## src/rtl/quad_operand_sequencer.sv

```systemverilog
// Feeds a 4:1 operand selector: holds one four-operand bundle and steps the
// select lines through the enabled lanes, one lane per downstream handshake.
module quad_operand_sequencer #(
    parameter int N = 76
) (
    input  logic         clk,
    input  logic         rst_n,
    input  logic         in_valid,
    output logic         in_ready,
    input  logic [N-1:0] in_a,
    input  logic [N-1:0] in_b,
    input  logic [N-1:0] in_c,
    input  logic [N-1:0] in_d,
    input  logic [3:0]   in_mask,
    output logic [N-1:0] ina,
    output logic [N-1:0] inb,
    output logic [N-1:0] inc,
    output logic [N-1:0] ind,
    output logic         s1,
    output logic         s2,
    output logic         out_valid,
    input  logic         out_ready,
    output logic [1:0]   out_lane,
    output logic         out_last,
    output logic         done
);

    localparam logic [0:0] IDLE  = 1'b0;
    localparam logic [0:0] ISSUE = 1'b1;

    logic [0:0]   state_q, state_d;
    logic [N-1:0] ina_q, ina_d, inb_q, inb_d;
    logic [N-1:0] inc_q, inc_d, ind_q, ind_d;
    logic [1:0]   lane_q, lane_d;
    logic [3:0]   rem_q, rem_d, rem_clr;
    logic         done_q, done_d;

    // Lowest enabled lane wins; only called with a nonzero mask.
    function automatic logic [1:0] low_lane(input logic [3:0] m);
        if (m[0])      return 2'd0;
        else if (m[1]) return 2'd1;
        else if (m[2]) return 2'd2;
        else           return 2'd3;
    endfunction

    always_comb begin
        state_d = state_q;
        ina_d   = ina_q;
        inb_d   = inb_q;
        inc_d   = inc_q;
        ind_d   = ind_q;
        lane_d  = lane_q;
        rem_d   = rem_q;
        done_d  = 1'b0;
        rem_clr = rem_q & ~(4'b0001 << lane_q);
        if (state_q == IDLE) begin
            if (in_valid) begin
                ina_d = in_a;
                inb_d = in_b;
                inc_d = in_c;
                ind_d = in_d;
                rem_d = in_mask;
                if (in_mask != 4'd0) begin
                    state_d = ISSUE;
                    lane_d  = low_lane(in_mask);
                end else begin
                    done_d = 1'b1;
                end
            end
        end else if (out_ready) begin
            rem_d = rem_clr;
            if (rem_clr != 4'd0) begin
                lane_d = low_lane(rem_clr);
            end else begin
                state_d = IDLE;
                lane_d  = 2'd0;
                done_d  = 1'b1;
            end
        end
    end

    always_ff @(posedge clk or negedge rst_n) begin
        if (!rst_n) begin
            state_q <= IDLE;
            ina_q   <= '0;
            inb_q   <= '0;
            inc_q   <= '0;
            ind_q   <= '0;
            lane_q  <= 2'd0;
            rem_q   <= 4'd0;
            done_q  <= 1'b0;
        end else begin
            state_q <= state_d;
            ina_q   <= ina_d;
            inb_q   <= inb_d;
            inc_q   <= inc_d;
            ind_q   <= ind_d;
            lane_q  <= lane_d;
            rem_q   <= rem_d;
            done_q  <= done_d;
        end
    end

    assign in_ready  = (state_q == IDLE);
    assign out_valid = (state_q == ISSUE);
    assign ina       = ina_q;
    assign inb       = inb_q;
    assign inc       = inc_q;
    assign ind       = ind_q;
    assign s1        = lane_q[0];
    assign s2        = lane_q[1];
    assign out_lane  = lane_q;
    assign done      = done_q;
    // Exactly one remaining bit means the current lane closes the bundle.
    assign out_last  = out_valid && (rem_q != 4'd0)
                       && ((rem_q & (rem_q - 4'd1)) == 4'd0);

endmodule

```

## config.mk

```make
export PLATFORM = sky130hd
export DESIGN_NAME = quad_operand_sequencer
export DESIGN_NICKNAME = d
export VERILOG_FILES = /design/src/rtl/quad_operand_sequencer.sv
export SDC_FILE = /design/constraint.sdc
export NUM_CORES = 1
export LEC_CHECK = 0
export CORE_AREA = 2 2 246 248
export CTS_BUF_LIST = sky130_fd_sc_hd__clkbuf_4 sky130_fd_sc_hd__clkbuf_8
export DETAILED_ROUTE_END_ITERATION = 8
export DIE_AREA = 0 0 248 250
export PLACE_DENSITY = 0.43
export SLEW_MARGIN = 20
export SYNTH_ARGS = -nofsm -noshare
export SYNTH_HDL_FRONTEND = slang
export SYNTH_SLANG_ARGS = --single-unit
```

## constraint.sdc

```tcl
create_clock -name clk -period 4.28 [get_ports clk]
set_clock_uncertainty 0.05 [all_clocks]
set_input_delay 0.856 -clock clk [delete_from_list [all_inputs] [get_ports clk]]
set_output_delay 0.856 -clock clk [all_outputs]
set_load 0.02 [all_outputs]
```

-- Word-level counts from Yosys, hierarchy flattened
Cells that the tools add are included.
- register bits after elaboration: 312
- input port bits: 312
- output and inout bits: 312
- logic and storage cells: 50
- add/sub/neg operators: 1
- eq/ne operators: 1
- shift-type cells: 1
- mux-type cells: 24
- bitwise gates (word level): 4
- reduce and logical (&&, ||, !) cells: 11
- operator list (cell ; count):
    2-bit two-way mux ; 9
    1-bit two-way mux ; 12
    4-bit two-way mux ; 3
    4-bit nonzero test ; 3
    4-bit bitwise AND ; 2
    4-bit logical NOT ; 1
    4-bit inverter ; 1
    2-bit AND reduction ; 2
    2-bit nonzero test ; 2
    1-bit by 2-bit << shifter with 4-bit output, first input constant ; 1
    4-bit by 1-bit subtractor with 4-bit output, second input constant ; 1
    3-bit AND reduction ; 1
    1-bit logical AND ; 2
    2-bit != test, second input constant ; 1
    1-bit inverter ; 1

-- Logic depth before layout (Yosys ltp)
- depth after elaboration: 9
- gate-level depth with buffers: 6
- gate-level depth less buffers: 4

-- Worst setup path before layout
No wires, ideal clock.
- path type: register to output
- start point: register rem_q[1]
- end point: output port out_last
- arrival: 1.375 ns
- data required time: 3.374 ns
- slack: 1.999 ns
- stages on the path, launching flop included: 4
- buffers on the path: 0
- cell sequence: dfrtp_1 inv_1 or4_1 a21oi_1
- longest elaborated chain between the ends: 4
- elaborated cells between the ends (all ways): 6
- those cells by class: add/sub: 1; bitwise: 1; reduce/logical: 4
- RTL lines (what ; RTL line ; RTL):
    start, declared ; 35 ; logic [3:0] rem_q, rem_d, rem_clr;
    start signal, assigned ; 99 ; rem_q <= rem_d;
    4-bit by 1-bit subtractor with 4-bit output ; 116 ; && ((rem_q & (rem_q - 4'd1)) == 4'd0);
    4-bit bitwise AND ; 116 ;
    4-bit logical NOT ; 116 ;
    1-bit logical AND (*) ; 116 ;
    end, declared ; 24 ; output logic out_last,
Mark *: on every way between the ends. The rest lies on a longest branch, timed or not.

-- Final worst setup path
Same ends and word-level chain as after synthesis.

==> results by group <==
Setup path
  • Reg-to-Reg End: inc[59]
  • Max FO, Critical Path: 8
  • Buf+Inv Stages, Crit Path: 2
  • Kind of critical path: flop to output port
  • Slowest-stage cell, CP: clkdlybuf4s50_1
  • Reg2Reg Depth: 4
  • Family with the most delay on the worst path: buffers and inverters
  • Largest stage delay, worst path: 0.66 ns
  • Startpoint types: flop
  • Worst reg2reg startpoint: out_valid
  • Cell Chain, Critical Path: inv_1 > or4_1 > a21oi_1 > clkdlybuf4s50_1
  • Worst setup EP type: output port
  • Worst EP required: 3.37 ns
  • Worst path arrival time: 2.55 ns
  • Reg-to-reg slack, setup: 2.08 ns

STA
  • Hold Fails Final Rpt: 0
  • Fin worst setup slack: 0.819 ns
  • FMAX: 0.289 GHz
  • Fin crit period: 3.46 ns
  • RSZ-0062 raised after global routing: false
  • Worst-Margin Slew: 1.22 ns
  • Max Slew Vio Count: 0
  • Setup TNS: 0 ns
  • # setup viols final: 0
  • Slew headroom: 18.8%
  • Final period util: 80.9%

Place
  • Placement Setup Slack: 1.46 ns
  • I/O Buffers: 623
  • Placed insts: 2700
  • Hpwl dp: 31600 microns
  • GP Congestion: 0.792

Clock tree
  • Post-CTS setup buffers: 0
  • Cts bufs inserted: 60
  • Hold Buf Count CTS: 0
  • Root Buffer: clkbuf_8
  • Worst-Skew Late Latency: 0.61 ns
  • Max clock buf depth: 3
  • Resize count post-CTS: 0
  • TritonCTS clock tree: yes
  • Worst-path clk slew: 0.06 ns
  • H-tree levels: 2
  • Num Clock Sinks: 312

Yosys
  • Mapped Avg Cell Area: 8.80 sq um
  • Synth top area cells: dfrtp_1 (65%), nand2_1 (29%), buf_2 (2.1%)
  • Mapped Area: 12000 sq um
  • Synth top area share: 65.3%
  • Asr flop ratio synth: 100%
  • Synth cell types: 32
  • Number of synthesized flops with an enable pin: 0
  • Area leader, netlist: dfrtp_1
  • Yosys reg bits: 312
  • Top FF cell, synth: dfrtp_1
  • Yosys warns: 0
  • Seq/Total Area, Yosys: 65.3%
  • Syn_nets: 1670
  • Syn Inst Count: 1358

Flow run
  • Maxcap violations: 0

Pwr
  • Internal power: 9.57 mW
  • Pwr per Cell Area: 776 nW/um^2
  • Sw frac: 39.4%
  • Clock network power share: 20.6%
  • PnR Total Power: 15.8 mW
  • Max IR drop VDD: 297 uV
  • Seq pwr share: 32.6%
  • Static leakage: 9.82 nW
  • Psw: 6.21 mW
  • Comb pwr share: 46.8%

Route
  • Detailed Route WL: 45700 microns
  • Starting DRC count in detailed routing: 461
  • Antenna viol nets, final: 0
  • Average wire per cell in the routed design: 16.3 microns
  • Vias: 11000
  • DRC Markers: 0
  • Number of detailed-route iterations in the first pass: 6
  • Drt via density: 3.90

Floorplan
  • Core Region: 59600 sq um
  • Io pins: 624
  • Die W: 248 microns
  • Starting Density: 20.1%
  • Die Y: 250 microns
  • Die Area: 62000 sq um
  • Row Count: 90

Finish
  • Share of post-route cells with drive strength above 1: 6.23%
  • Most common cell after layout, fill and taps aside: nand2_1
  • Commonest cells after routing, fill and taps aside: nand2_1 (916), clkdlybuf4s50_1 (622), dfrtp_1 (312)
  • Net count, final: 2292
  • Post-Layout Cell Count: 2808
  • Layout area overhead: 70.2%

Global routing
  • Number of global-route vias before repair: 11200
  • Initial antenna violation count: 6
  • Global-route wire length before repair: 68000 microns
  • Gr usage total: 14.2%
  • Largest net degree at the start of global routing: 201
  • Grt ovf: 0

Worst hold path
  • Hold Path Class: primary input to asynchronous set/reset pin

Run status
  • Status: finished clean
==> sequential cells by signal (all words and copies together), names as in the netlist <==
name,cells
rem_q,4
ind,76
inc,76
inb,76
out_valid,1
ina,76
out_lane,2
done,1
==> stage by stage <==
| stage | hold slack [ns] | util (%) | cell area, sq um |
|---|---|---|---|
| floorplan | 0.510 | - | 12000 |
| global placement | 0.406 | 31.9 | 19000 |
| detailed placement | 0.411 | 31.9 | 19000 |
| CTS | 0.204 | 34.1 | 20300 |
| global route | 0.242 | 34.1 | 20300 |
| finish | 0.234 | 34.1 | 20300 |
==> power by group through the flow <==
stage / clock network [mW] / registers [mW] / logic [mW]
after global placement: 0 / 5.14 / 7.51
after CTS: 3.41 / 5.16 / 7.52
after global routing: 3.55 / 5.34 / 8.00
final: 3.25 / 5.15 / 7.39
after detailed placement: 0 / 5.18 / 7.51
after floorplan: 0 / 6.80 / 1.88
==> metal layers <==
| layer | routed length (microns) | global-route usage [%] |
|---|---|---|
| met5 | 53 | 0 |
| met4 | 748 | 3.52 |
| met3 | 5080 | 6.20 |
| met2 | 21600 | 23.7 |
| met1 | 18200 | 16.6 |
==> synth_stat cells (2+ instances only) <==
library cell,count
a21oi_1,9
buf_1,2
buf_2,51
buf_4,3
clkbuf_1,17
dfrtp_1,312
inv_1,4
mux2i_1,3
nand2_1,916
nor2_1,11
nor2b_1,2
nor3_1,3
o21ai_0,5
o22ai_1,2
==> kinds of logic after synthesis <==
| family | count (synthesis) | share of synthesized area [%] |
|---|---|---|
| flops | 312 | 65.3 |
| xor+xnor | 1 | 0.0733 |
| compound gates | 24 | 1.24 |
| mux | 4 | 0.345 |
| buf+inv | 79 | 3.18 |
| simple gates | 938 | 29.8 |
==> worst max-delay path by stage <==
stage	start	slack [ns]	depth (start not counted)	to
floorplan	rem_q[1]	2.00	3	out_last
CTS	rem_q[1]	0.72	4	out_last
finish	rem_q[1]	0.82	4	out_last
global route	rem_q[1]	0.65	4	out_last
detailed placement	rem_q[1]	1.46	4	out_last
global placement	rem_q[1]	1.48	4	out_last
==> cell type report <==
cell class | instances | area (sq um)
Multi-Input combinational cell | 967 | 3780
Antenna cell | 3 | 7.51
Timing Repair Buffer | 635 | 6420
Clock inverter | 9 | 97.6
Tap cell | 782 | 978
Fill cell | 6187 | 39200
Inverter | 4 | 15.0
Sequential cell | 312 | 7810
Clock buffer | 96 | 1230
Power figures use the tool's default switching activity.
